===== src/rtl/pipe_segment_elastic.sv =====
// pipe_segment_elastic: elastic 2-entry pipeline segment register; optional stall/bubble counters under PIPE_SEG_STATS_EN
module pipe_segment_elastic #(
    parameter int CTRL_W = 2,
    parameter int DATA_W = 68
) (
    input  logic              clk,
    input  logic              rst,
    input  logic              flush,
    input  logic              in_valid,
    output logic              in_ready,
    input  logic [CTRL_W-1:0] in_ctrl,
    input  logic [DATA_W-1:0] in_data,
    output logic              out_valid,
    input  logic              out_ready,
    output logic [CTRL_W-1:0] out_ctrl,
    output logic [DATA_W-1:0] out_data,
    output logic [1:0]        occupancy
`ifdef PIPE_SEG_STATS_EN
    ,
    output logic [15:0]       stall_cnt,
    output logic [15:0]       bubble_cnt
`endif
);
    typedef enum logic [1:0] {EMPTY = 2'd0, ONE = 2'd1, FULL = 2'd2} state_t;
    state_t state_q, state_d;
    logic [CTRL_W-1:0] main_ctrl, skid_ctrl;
    logic [DATA_W-1:0] main_data, skid_data;
    logic in_fire, out_fire, ld_main_in, ld_main_skid, ld_skid;
    assign in_ready  = state_q != FULL;
    assign out_valid = state_q != EMPTY;
    assign out_ctrl  = out_valid ? main_ctrl : '0;
    assign out_data  = main_data;
    assign occupancy = state_q;
    assign in_fire   = in_valid & in_ready;
    assign out_fire  = out_valid & out_ready;
    // next state and register load selects; flush forces a bubble and ignores both handshakes
    always_comb begin
        state_d      = state_q;
        ld_main_in   = 1'b0;
        ld_main_skid = 1'b0;
        ld_skid      = 1'b0;
        if (flush) begin
            state_d = EMPTY;
        end else begin
            case (state_q)
                EMPTY: begin
                    state_d    = in_fire ? ONE : EMPTY;
                    ld_main_in = in_fire;
                end
                ONE: begin
                    state_d    = (in_fire && !out_fire) ? FULL : (out_fire && !in_fire) ? EMPTY : ONE;
                    ld_main_in = in_fire & out_fire;
                    ld_skid    = in_fire & ~out_fire;
                end
                FULL: begin
                    state_d      = out_fire ? ONE : FULL;
                    ld_main_skid = out_fire;
                end
                default: state_d = EMPTY;
            endcase
        end
    end
    // state and storage update on the falling edge; data survives flush, ctrl does not
    always_ff @(negedge clk) begin
        if (rst) begin
            state_q   <= EMPTY;
            main_ctrl <= '0;
            skid_ctrl <= '0;
            main_data <= '0;
            skid_data <= '0;
        end else begin
            state_q <= state_d;
            if (flush) begin
                main_ctrl <= '0;
                skid_ctrl <= '0;
            end else begin
                if (ld_main_in) begin
                    main_ctrl <= in_ctrl;
                    main_data <= in_data;
                end else if (ld_main_skid) begin
                    main_ctrl <= skid_ctrl;
                    main_data <= skid_data;
                end
                if (ld_skid) begin
                    skid_ctrl <= in_ctrl;
                    skid_data <= in_data;
                end
            end
        end
    end
`ifdef PIPE_SEG_STATS_EN
    // saturating counters of stalled and empty cycles, cleared only by reset
    always_ff @(negedge clk) begin
        if (rst) begin
            stall_cnt  <= '0;
            bubble_cnt <= '0;
        end else begin
            if (out_valid && !out_ready && stall_cnt != 16'hFFFF) stall_cnt <= stall_cnt + 16'd1;
            if (!out_valid && bubble_cnt != 16'hFFFF) bubble_cnt <= bubble_cnt + 16'd1;
        end
    end
`endif
endmodule


===== config.mk =====
export PLATFORM = sky130hd
export DESIGN_NAME = pipe_segment_elastic
export DESIGN_NICKNAME = d
export VERILOG_FILES = /design/src/rtl/pipe_segment_elastic.sv
export SDC_FILE = /design/constraint.sdc
export NUM_CORES = 1
export LEC_CHECK = 0
export ABC_AREA = 1
export BUFFER_PORTS_ARGS = -buffer_cell sky130_fd_sc_hd__buf_2
export CORE_MARGIN = 2
export CORE_UTILIZATION = 56
export CTS_BUF_LIST = sky130_fd_sc_hd__clkbuf_4 sky130_fd_sc_hd__clkbuf_8
export CTS_CLUSTER_SIZE = 24
export DETAILED_ROUTE_END_ITERATION = 10
export GPL_TIMING_DRIVEN = 0
export PLACE_DENSITY = 0.84
export SETUP_SLACK_MARGIN = 0.2
export SYNTH_ARGS = -nofsm -noshare
export SYNTH_HDL_FRONTEND = slang
export SYNTH_SLANG_ARGS = --single-unit

===== constraint.sdc =====
create_clock -name clk -period 2.3 [get_ports clk]
set_input_delay 0.345 -clock clk [delete_from_list [all_inputs] [get_ports clk]]
set_output_delay 0.345 -clock clk [all_outputs]
set_load 0.1 [all_outputs]

==> results of run 1 <==
cells by family after synthesis:
logic type,count (synthesis)
AO/OA/AOI/OAI,212
buffers and inverters,279
AND/OR/NAND/NOR,370
flip-flops,142
adder cells (fa/ha/maj),2
synth_stat cells (all sizes together):
cell      n
nand3     4
ha        2
dfxtp   142
nor3      1
nand2   287
nor2     78
inv     221
a21oi   140
clkbuf   15
buf      43
o21ai    71
a21boi    1
through the flow:
| step | hold slack [ps] | util |
|---|---|---|
| 3_5_place_dp | 444 | 0.658 |
| 3_3_place_gp | 438 | 0.658 |
| 2_1_floorplan | 429 | - |
==> impl_metrics.toml, run 1 <==
[outcome]
status = "stopped before the end"
haltStage = "4_1_cts"
error_line = "[ERROR DPL-0038] Utilization greater than 100%, impossible to legalize"

[logic_synthesis]
yosysTopAreaCellShare = 0.439
yosysTopAreaCell = "dfxtp_1"
synth_simple_gate_area_frac = 0.217
syn-num-nets = 1082
yosysWarnings = 0
synth-xor-area-share = 0
synth_top_family_by_area = "simple AND/OR/NAND/NOR gates"
yosysSeqAreaShare = 0.439
syn_inst = 1005
ys_types = 19
avgSynthCellArea_um2 = 6.45
syn_area_mm2 = 0.00648
synth_area_leaders = "dfxtp_1, nand2_1, inv_1"
synthMuxAreaShare = 0
synth-seq-cells = 142
yosys.area_share.adder = 0.00386
synth_compound_area_frac = 0.164

[placement]
dp_slack_ps = -817
gp_congestion = 0.814
io_buffers = 148
placed_area_mm2 = 0.00748
dpl.cell_count = 1296
hpwl_um = 10900

[floorplan]
die_w_um = 112
die_h_um = 112
ios = 149
rows = 39
initial_core_util = 0.570

[clock_network]
clk_path_buf_depth = 2
cts_sinks = 142
cts_resized = 713
cts-root-buf = "clkbuf_8"
postCtsSetupRepairBufs = 37
cts_hold_buf = 0
numCtsBuffers = 17
h-tree-depth = 4
==> run 2: changes to the inputs <==
- CORE_UTILIZATION: 56 -> 40
- CTS_BUF_LIST: sky130_fd_sc_hd__clkbuf_4 sky130_fd_sc_hd__clkbuf_8 -> default
- CTS_CLUSTER_SIZE: 24 -> default
- PLACE_DENSITY: 0.84 -> default
- PLACE_DENSITY_LB_ADDON: default -> 0.15
- SETUP_SLACK_MARGIN: 0.2 -> default
==> impl_metrics.toml, run 2 <==
[outcome]
status = "finished with violations"
violations = "negative setup slack"

[power]
leakagePower_uw = 0.00563
ir_drop_mv = 0.554
powerDensity_mw_per_mm2 = 793
power.switching_uw = 2960
netSwitchingFraction = 0.364
seq_power_share = 0.335
power.share.clock = 0.449
p_comb_frac = 0.216
p_int_uw = 5160

[logic_synthesis]
synth-xor-area-share = 0
yosys.area_share.adder = 0.00386
synth_area_leaders = "dfxtp_1, nand2_1, inv_1"
yosysTopAreaCell = "dfxtp_1"
yosysSeqAreaShare = 0.439
synth_compound_area_frac = 0.164
synthMuxAreaShare = 0
synth_top_family_by_area = "simple AND/OR/NAND/NOR gates"
yosysTopAreaCellShare = 0.439
synth-seq-cells = 142
synth_simple_gate_area_frac = 0.217
avgSynthCellArea_um2 = 6.45
yosysWarnings = 0
synth_edf_count = 0
yosys-top-cells-count = "nand2_1, inv_1, dfxtp_1, a21oi_1, nor2_1"
ys_types = 19
syn_inst = 1005
syn_area_mm2 = 0.00648
synthArstFlopShare = 0
synth_flop_cell = "dfxtp_1"
synth_most_common_cell = "nand2_1"
syn-num-nets = 1082

[final_layout]
antenna_cells = 0
synthToLayoutAreaGrowth_pct = 57.9
drive_above_1_share = 0.253
final_cell_mix = "inv_1, nand2_1, a21oi_1, buf_2, buf_12"
nets = 1407
final_common_cell = "inv_1"

[floorplan]
die_h_um = 131
ios = 149
rows = 46
initial_core_util = 0.408
die_w_um = 131
fp.coreArea_mm2 = 0.0159
die_area_mm2 = 0.0172

[clock_network]
clk_latency_ps = 470
clk_path_buf_depth = 2
h-tree-depth = 4
numCtsBuffers = 17
cts_tree = "yes"
cts_sinks = 142
clk_pin_slew_ps = 40
cts-root-buf = "clkbuf_16"

[setup_path]
crit_path_end_kind = "output pin"
slowest_stage = "dfxtp_4"
crit_required_ps = 1960
cp_cell_sequence = "nor2_4, buf_12, clkinvlp_4, buf_8"
crit_arrival_ps = 2500
critPathLaunchType = "flip-flop"
max_stage_delay_ps = 360
worstPathMaxFanout = 6
crit_type = "flip-flop to output pin"

[global_routing]
gr-total-overflow = 0
antenna_found_initial = 1
track_usage = 0.217
grt_pass1_vias = 6848
grt_max_degree = 17
grt_pass1_wl_um = 30700

[routing]
drc = 0
firstDrtPassIters = 8
dr_total_vias = 6943
routed_wl_um = 18700
ant_nets = 0
drt-initial-drc-count = 412
viasPerCell = 4.45
wl_per_cell_um = 12.0

[sta]
setup_tns_ps = -28370
worst_slack_ps = -549
grt_setup_unrepaired = "yes"
finalSetupViolCount = 144
relSlewSlack = 0.658
hold_viol = 0
drv_slew = 0
clock_skew_ps = 23.8
hold_slack_ps = 446
worst_slew_pin_slew_ps = 512

[placement]
gp_congestion = 0.772
hpwl_um = 11500
io_buffers = 148

[flow_run]
maxCapViolCount = 0

[hold_path]
hold_class = "flip-flop to flip-flop"
-- run 2: worst max-delay path: cells and delay by family, from the launching register on --
family / cells / cell delay (ps)
flip-flops: 1 / 360
AND/OR/NAND/NOR: 1 / 150
buffers and inverters: 3 / 380
-- run 2: timing repair --
| item | in CTS | in global routing |
|---|---|---|
| resized for setup | 399 | 41 |
| endpoints found under the hold margin | 0 | 0 |
| setup buffers | 6 | 9 |
| endpoints found under the setup margin | 177 | 196 |
| cloned | 0 | 2 |
| hold buffers | 0 | 0 |
| pin swaps | 3 | 6 |
-- run 2: cells by family (layout without fill, tap and decap cells) --
group                    Yosys count  count (layout)
adder cells (fa/ha/maj)            2               2
AO/OA/AOI/OAI                    212             212
AND/OR/NAND/NOR                  370             370
buffers and inverters            279             617
flip-flops                       142             142
-- run 2: final timing paths --
check / startpoint / to / slack [ps] / depth (start not counted)
worst max-delay path: occupancy[1] / out_valid / -550 / 4
worst min-delay path: skid_data[6] / skid_data[6] / 450 / 2
worst max register to register: occupancy[1] / out_data[40] / 200 / 12
worst min register to register: skid_data[6] / skid_data[6] / 450 / 2
-- run 2: power by group through the flow --
stage	Sequential, µW	Combinational (µW)	Clock (µW)
floorplan	3300	480	376
global placement	2680	1390	376
detailed placement	2680	1400	376
CTS	2720	1720	3750
global route	2720	1870	4080
finish	2720	1750	3650
-- run 2: metal layers --
layer / GRT usage / routed length [µm] / vias up
met1: 0.247 / 8280 / 3088
li1: - / - / 3648
met2: 0.346 / 9190 / 178
met5: 0 / 13 / -
met3: 0.0965 / 990 / 27
met4: 0.106 / 276 / 2
-- run 2: stage by stage --
stage                     std cells  setup WS (ps)  total power (µW)  cell area, µm²  utilization
after CTS                      1548           -560              8190           10000        0.631
after detailed placement       1369           -863              4450            7570        0.476
after global placement         1369           -852              4450            7570        0.476
after global routing           1559           -592              8670           10200        0.644
final                          1559           -549              8110           10200        0.644
after floorplan                1005           -379              4160            6560            -
-- run 2: cell type report --
cell class | instances | area (µm²)
Clock buffer | 17 | 425
Buffer | 58 | 417
Clock inverter | 157 | 673
Timing Repair Buffer | 165 | 2030
Inverter | 220 | 836
Tap cell | 216 | 270
Fill cell | 1466 | 5650
Multi-Input combinational cell | 584 | 2630
Sequential cell | 142 | 2950
Power figures use the tool's default switching activity.
